$ cat src/rtl/otf_sd_converter.sv
// On-the-fly converter: turns an MSD-first radix-2 signed-digit stream into a
// two's-complement result without any carry propagation.
module otf_sd_converter #(
  parameter int N_DIGITS = 16,
  parameter int DISCARD  = 3
) (
  input  logic                clk,
  input  logic                rst_n,
  input  logic                start,
  input  logic                digit_valid,
  input  logic [1:0]          digit,
  output logic                digit_ready,
  output logic [N_DIGITS:0]   result,
  output logic                result_valid,
  input  logic                result_ready,
  output logic                busy
);

  typedef enum logic [1:0] {IDLE, FLUSH, CONVERT, DONE} state_t;

  localparam int MAX_COUNT = (N_DIGITS > DISCARD) ? N_DIGITS : DISCARD;
  localparam int CW        = $clog2(MAX_COUNT + 1);
  localparam logic [CW-1:0] CONV_LAST  = CW'(N_DIGITS - 1);
  localparam logic [CW-1:0] FLUSH_LAST = (DISCARD > 0) ? CW'(DISCARD - 1) : '0;
  localparam state_t        FIRST_STATE = (DISCARD > 0) ? FLUSH : CONVERT;
  localparam logic [N_DIGITS:0] LSB_ONE = {{N_DIGITS{1'b0}}, 1'b1};

  state_t              state_q;
  logic [N_DIGITS:0]   q_q, qm_q, q_d, qm_d;
  logic [CW-1:0]       count_q;
  logic                ready_q, valid_q, busy_q;
  logic                accept;

  // Digit is encoded {plus, minus}; both-set collapses to zero. QM tracks Q-1
  // so a negative digit only needs to select QM instead of borrowing.
  always_comb begin
    accept = digit_valid && ready_q;
    q_d    = q_q << 1;
    qm_d   = (qm_q << 1) | LSB_ONE;
    if (digit == 2'b10) begin
      q_d  = (q_q << 1) | LSB_ONE;
      qm_d = q_q << 1;
    end else if (digit == 2'b01) begin
      q_d  = (qm_q << 1) | LSB_ONE;
      qm_d = qm_q << 1;
    end
  end

  always_ff @(posedge clk or negedge rst_n) begin
    if (!rst_n) begin
      state_q <= IDLE;
      q_q     <= '0;
      qm_q    <= '1;
      count_q <= '0;
      ready_q <= 1'b0;
      valid_q <= 1'b0;
      busy_q  <= 1'b0;
    end else if (start) begin
      state_q <= FIRST_STATE;
      q_q     <= '0;
      qm_q    <= '1;
      count_q <= '0;
      ready_q <= 1'b1;
      valid_q <= 1'b0;
      busy_q  <= 1'b1;
    end else begin
      case (state_q)
        FLUSH: begin
          if (accept) begin
            if (count_q == FLUSH_LAST) begin
              state_q <= CONVERT;
              count_q <= '0;
            end else begin
              count_q <= count_q + CW'(1);
            end
          end
        end
        CONVERT: begin
          if (accept) begin
            q_q  <= q_d;
            qm_q <= qm_d;
            if (count_q == CONV_LAST) begin
              state_q <= DONE;
              count_q <= '0;
              ready_q <= 1'b0;
              busy_q  <= 1'b0;
              valid_q <= 1'b1;
            end else begin
              count_q <= count_q + CW'(1);
            end
          end
        end
        DONE: begin
          if (result_ready) begin
            state_q <= IDLE;
            valid_q <= 1'b0;
          end
        end
        default: begin
          state_q <= IDLE;
        end
      endcase
    end
  end

  assign digit_ready  = ready_q;
  assign result_valid = valid_q;
  assign busy         = busy_q;
  assign result       = q_q;

endmodule

$ cat config.mk
export PLATFORM = sky130hd
export DESIGN_NAME = otf_sd_converter
export DESIGN_NICKNAME = d
export VERILOG_FILES = /design/src/rtl/otf_sd_converter.sv
export SDC_FILE = /design/constraint.sdc
export NUM_CORES = 1
export LEC_CHECK = 0
export ABC_AREA = 0
export ABC_CLOCK_PERIOD_IN_PS = 4600
export CAP_MARGIN = 20
export CORE_UTILIZATION = 43
export DETAILED_ROUTE_END_ITERATION = 12
export GPL_TIMING_DRIVEN = 0
export HOLD_SLACK_MARGIN = 0.03
export PLACE_DENSITY = 0.65
export SYNTH_ARGS = -nofsm -noshare
export SYNTH_HDL_FRONTEND = slang
export SYNTH_SLANG_ARGS = --single-unit
$ cat constraint.sdc
create_clock -name clk -period 4.6 [get_ports clk]
set_input_delay 1.38 -clock clk [delete_from_list [all_inputs] [get_ports clk]]
set_output_delay 1.38 -clock clk [all_outputs]
set_load 0.01 [all_outputs]
Word-level counts from Yosys, hierarchy flattened
Index checks and enable logic that the tools add are counted.

Add/sub/neg operators: 1. Reduce and logical (&&, ||, !) cells: 11. Muxes and demuxes: 32. Bitwise operators: 0. Divide/modulo/power cells: 0. Equality and inequality tests: 12. Shift-type cells: 0. Multiply operators: 0. Magnitude comparators: 0.

Operators by type and width (number): 2-to-1 mux 17 bit (5); 2-to-1 mux 16 bit (4); 2-to-1 mux 5 bit (5); inequality test 3 bit (second input constant) (5); 2-to-1 mux 2 bit (6); one-hot mux 5 bit (2 select lines) (1); 2-to-1 mux 1 bit (9); == test 2 bit (second input constant) (3); one-hot mux 2 bit (3 select lines) (1); AND reduction 3 bit (2); nonzero test 2 bit (3); nonzero test 3 bit (2); adder 5 x 1 -> 5 bit (second input constant) (1); == test 5 x 2 -> 1 bit (second input constant) (1); == test 5 x 4 -> 1 bit (second input constant) (1); AND reduction 5 bit (1); == test 2 x 1 -> 1 bit (second input constant) (2); AND reduction 4 bit (1); one-hot mux 1 bit (2 select lines) (1); AND reduction 2 bit (1); logical AND 1 bit (1).

Bits in registers: 42. Bits in writable memories: 0. Input bits: 7. Memories kept: 0. Bits in latches: 0. Logic and storage cells: 62. Bits in read-only memories: 0.

Depth between registers and ports, before layout
Gate-level depths: netlist of run 1.

Depth after elaboration: 6. Gate-level depth with buffers: 8. Depth with buffers taken out: 8.

Worst setup path before layout of run 1
No wires, ideal clock.

Kind: input to register. Start: input digit[0]. End: register q_q[10] (netlist: result[10]). Required time: 4467 ps. Slack: 1910 ps. Data arrival time: 2557 ps. Cell stages on the path: 8. Cells stage by stage: inv_1 -> ha_1 -> buf_2 -> nand2b_1 -> buf_2 -> buf_2 -> mux2i_1 -> o21ai_0.

Cells in the longest elaborated chain, start to end: 6.

RTL lines: start: declaration (RTL line 11) `input logic [1:0] digit,`; == test 2 x 1 -> 1 bit (RTL line 43) `end else if (digit == 2'b01) begin`; 2-to-1 mux 17 bit (RTL line 43); 2-to-1 mux 17 bit * (RTL line 40) `if (digit == 2'b10) begin`; 2-to-1 mux 17 bit * (RTL line 79) `if (accept) begin`; 2-to-1 mux 17 bit * (RTL line 67) `case (state_q)`; 2-to-1 mux 17 bit * (RTL line 58) `end else if (start) begin`; end signal: assignment (RTL line 80) `q_q <= q_d;`; end: declaration (RTL line 29) `logic [N_DIGITS:0] q_q, qm_q, q_d, qm_d;`.

Mark *: on every way between the ends. The rest lies on a longest branch, timed or not. The select of a mux whose other input is x is not followed. A chain may end at the register's enable or synchronous reset.

Final worst setup path of run 1
Start: input start. End: register q_q[9] (netlist: result[9]).

Cells in the longest elaborated chain, start to end: 2.

RTL lines: start: declaration (RTL line 9) `input logic start,`; nonzero test 2 bit (no source line); AND reduction 2 bit (no source line).

Parallel ways exist; a longest one is shown, timed or not.

==> results of run 1 <==
-- how the worst max path moves through the flow --
stage,endpoint,slack (ps),cells after the start
floorplan,result[10],1910,8
global placement,count_q[3],1010,1
detailed placement,result[9],1140,6
CTS,result[9],1430,6
global route,result[12],1190,6
finish,result[9],1460,6
-- placed cells by master, fill, tap and decap left out --
cell and count:
sky130_fd_sc_hd__a21o_1 2, sky130_fd_sc_hd__a21oi_1 18, sky130_fd_sc_hd__a22oi_1 1, sky130_fd_sc_hd__and2_1 1, sky130_fd_sc_hd__buf_1 1, sky130_fd_sc_hd__buf_12 1, sky130_fd_sc_hd__buf_2 4, sky130_fd_sc_hd__buf_4 1
sky130_fd_sc_hd__clkbuf_1 6, sky130_fd_sc_hd__clkbuf_8 5, sky130_fd_sc_hd__clkdlybuf4s50_1 25, sky130_fd_sc_hd__clkinv_2 2, sky130_fd_sc_hd__dfrtp_1 26, sky130_fd_sc_hd__dfstp_2 16, sky130_fd_sc_hd__ha_1 9, sky130_fd_sc_hd__inv_1 8
sky130_fd_sc_hd__mux2_1 1, sky130_fd_sc_hd__mux2i_1 31, sky130_fd_sc_hd__nand2_1 23, sky130_fd_sc_hd__nand2b_1 5, sky130_fd_sc_hd__nand3_1 5, sky130_fd_sc_hd__nor2_1 21, sky130_fd_sc_hd__nor3_2 1, sky130_fd_sc_hd__nor3b_1 1
sky130_fd_sc_hd__o211a_1 2, sky130_fd_sc_hd__o21ai_0 18, sky130_fd_sc_hd__o21ai_1 1, sky130_fd_sc_hd__o221ai_1 1, sky130_fd_sc_hd__o22a_1 1, sky130_fd_sc_hd__o22ai_1 1, sky130_fd_sc_hd__o2bb2ai_1 1, sky130_fd_sc_hd__o31ai_1 3
sky130_fd_sc_hd__o32a_1 1, sky130_fd_sc_hd__o32ai_1 1, sky130_fd_sc_hd__or4b_4 1
-- logic make-up after synthesis --
kind of cell,Yosys count,share of synthesized area [%]
compound gates,51,14.1
simple gates,58,12.1
flops,42,49.9
mux,32,15.0
buf+inv,19,3.68
fa+ha+maj,9,5.25
-- layout make-up --
| type | count | area, sq um | area share, % |
|---|---|---|---|
| clock inverters | 2 | 10.0 | 0.388 |
| clock buffers | 5 | 68.8 | 2.66 |
| plain buffers | 11 | 48.8 | 1.89 |
| flip-flops and latches | 42 | 1070 | 41.5 |
| inverters | 8 | 30.0 | 1.16 |
| multi-input cells | 150 | 995 | 38.5 |
| well taps | 67 | 83.8 | 3.25 |
| repair buffers | 27 | 275 | 10.7 |
-- state kept, by name, summed over array words and instances, names as in the netlist --
signal and count:
busy 1, count_q 5, qm_q 16, result 17, result_valid 1, state_q 2
-- metal layers --
layer	vias up	part of all wire [%]	GRT usage (%)
li1	801	-	-
met1	755	49	23.9
met2	19	48	28.6
met3	5	2.5	3.31
met4	0	1.0	5.23
met5	-	0	0
-- cells in the mapped netlist, types with 2 or more instances --
| cell type | instances |
|---|---|
| sky130_fd_sc_hd__nor2_1 | 21 |
| sky130_fd_sc_hd__nand2b_1 | 5 |
| sky130_fd_sc_hd__ha_1 | 9 |
| sky130_fd_sc_hd__o31ai_1 | 3 |
| sky130_fd_sc_hd__clkbuf_1 | 6 |
| sky130_fd_sc_hd__a21oi_1 | 18 |
| sky130_fd_sc_hd__nand2_1 | 23 |
| sky130_fd_sc_hd__mux2i_1 | 31 |
| sky130_fd_sc_hd__o211a_1 | 2 |
| sky130_fd_sc_hd__dfstp_2 | 16 |
| sky130_fd_sc_hd__nand3_1 | 5 |
| sky130_fd_sc_hd__a21o_1 | 2 |
| sky130_fd_sc_hd__inv_1 | 8 |
| sky130_fd_sc_hd__buf_2 | 3 |
| sky130_fd_sc_hd__o21ai_0 | 18 |
| sky130_fd_sc_hd__dfrtp_1 | 26 |
-- power by group through the flow --
stage               Clock (mW)  Sequential, mW  Combinational [mW]
floorplan                    0           0.446               0.138
global placement             0           0.447               0.205
detailed placement           0           0.447               0.211
CTS                      0.230           0.441               0.212
global route             0.247           0.446               0.235
finish                   0.220           0.440               0.208
-- through the flow --
stage	instances	util, %	hold slack [ps]	worst slack, ps
after floorplan	211	-	481	1910
after global placement	304	52.3	461	1010
after detailed placement	305	52.7	469	1140
after CTS	312	54.3	488	1430
after global routing	312	54.3	517	1190
final	312	54.3	481	1460
-- worst max-delay path, cell delays in order --
cell and delay (ps):
sky130_fd_sc_hd__clkdlybuf4s50_1 440, sky130_fd_sc_hd__clkbuf_1 230, sky130_fd_sc_hd__a21oi_1 670, sky130_fd_sc_hd__clkbuf_1 460, sky130_fd_sc_hd__nand2_1 90, sky130_fd_sc_hd__o21ai_0 80
==> reports/results.ini, run 1 <==
[global_routing]
grt_start_max_net_pins = 38
grt_overflow = 0
grt_pass1_wl_um = 7150
first_global_vias = 1539
antenna_found_initial = 0
grt_use_total_pct = 17.6

[critical_path]
worstSetupStartpoint = start
r2r_start = state_q[0]
r2r.worst_path.cells = 7
setup.worst_path.start_class = primary input
endpoint_kind = flop
cp_data_arrival_time_ps = 3350
crit_path_max_fanout = 10
required_ps = 4810
setup.reg_to_reg.worst_slack_ps = 2310
r2r-end = result[9]
path_class = in -> reg

[finish]
layout.filler_cells = 468
final_nets = 261
area.growth.synth_to_final_pct = 20.4
design_area_sq_um = 2580
fraction_of_final_layout_cells_sized_beyond_drive_strength_1_pct = 12.7
antenna-diode-count = 0

[yosys]
synth_top_area_cell = sky130_fd_sc_hd__dfrtp_1
ys.flop_type = sky130_fd_sc_hd__dfrtp_1
ys_seq_area_share_pct = 49.9
syn_nets = 227
synth_area_sq_um = 2140
yosysUniqueCellTypes = 31
yosys_warnings = 0
synth.top_cells.by_area = sky130_fd_sc_hd__dfrtp_1, sky130_fd_sc_hd__dfstp_2, sky130_fd_sc_hd__mux2i_1
synth_top_area_share_pct = 30.3
syn_avg_cell_area_sq_um = 10.2
synth-seq-cells = 42
count_of_flip_flops_with_a_built_in_enable_after_synthesis = 0
mapped_cells = 211
asyncSetResetFlopFracSynth_pct = 100

[sta]
finalSetupViolCount = 0
final_hold_violation_count = 0
max_freq_mhz = 318
post_layout_min_period_ps = 3140
timing.setup.tns_ps = 0
finClkSkew_ps = 6.02
worst_case_headroom_to_the_max_slew_limit_pct = 47.0
final_max_slew_viol_count = 0
tightestPinTransition_ps = 796
post-route-period-util_pct = 68.3
rsz_0062_raised_after_global_routing = false

[placement]
placed_standard_cell_area_sq_um = 2500
dpl.hpwl_um = 2890
portBuffers = 26
globalplace.congestion = 0.804

[floorplan]
io_pins = 27
dieHeight_um = 72.6
chipWidth_um = 72.6
initial_util_pct = 45.1
die_area_sq_um = 5270
fp.coreArea_sq_um = 4750
fp-row-count = 25

[pwr]
ir_drop_mv = 0.188
p_leak_nw = 1.18
p_int_uw = 605
clockPowerShare_pct = 25.3
netSwitchingPower_uw = 263
share_comb_of_total_power_pct = 24.0
p_seq_share_pct = 50.7
switching_share_pct = 30.3
pwr_density_cell_nw_per_um2 = 336
report.power.total_uw = 868

[clock_network]
postCtsSetupBuffers = 0
clockRootBuffer = sky130_fd_sc_hd__clkbuf_8
ctsLongestPathBuffers = 2
clk_pin_slew_worst_paths_ps = 80
tritoncts = yes
cts_max_level = 2
clock-sinks = 42
post_cts_resize_count = 0
cts_made_buffers = 5
worstSkewPairLatency_ps = 290
cts-hold-fix-buffers = 0

[outcome]
status = completed

[routing]
avgRoutedWirePerCell_um = 13.1
post_drt_via_cell_ratio = 5.06
vias = 1580
number_of_design_rule_violations_left_by_the_first_detailed_router_iteration = 104
wirelength_um = 4090
first_pass_iters = 4
detail-route-antenna-nets = 0
number_of_remaining_drc_errors = 0

[min_path]
hold_depth = 2
worstHoldEndpoint = result[16]
hp-start = result[16]
worst_hold_path_type = reg -> reg

[job]
number_of_max_cap_violations = 0

(Power assumes the default switching activity.)
==> run 2: changes to the inputs <==
--- a/config.mk
+++ b/config.mk
@@ -6,7 +6,7 @@
 export NUM_CORES = 1
 export LEC_CHECK = 0
 export ABC_AREA = 0
-export ABC_CLOCK_PERIOD_IN_PS = 4600
+export ABC_CLOCK_PERIOD_IN_PS = 3300
 export CAP_MARGIN = 20
 export CORE_UTILIZATION = 43
 export DETAILED_ROUTE_END_ITERATION = 12
==> constraint.sdc (replaced) <==
create_clock -name clk -period 3.3 [get_ports clk]
set_input_delay 0.99 -clock clk [delete_from_list [all_inputs] [get_ports clk]]
set_output_delay 0.99 -clock clk [all_outputs]
set_load 0.01 [all_outputs]
==> results of run 2 <==
The final DEF is identical to that of run 1. Status: completed.
Among the figures that moved: setup slack after placement 1140 ps -> 228 ps; setup slack after layout 1460 ps -> 547 ps; register-to-register setup slack 2310 ps -> 1010 ps; total power 0.868 mW -> 1.21 mW; worst IR drop on VDD 0.188 mV -> 0.262 mV
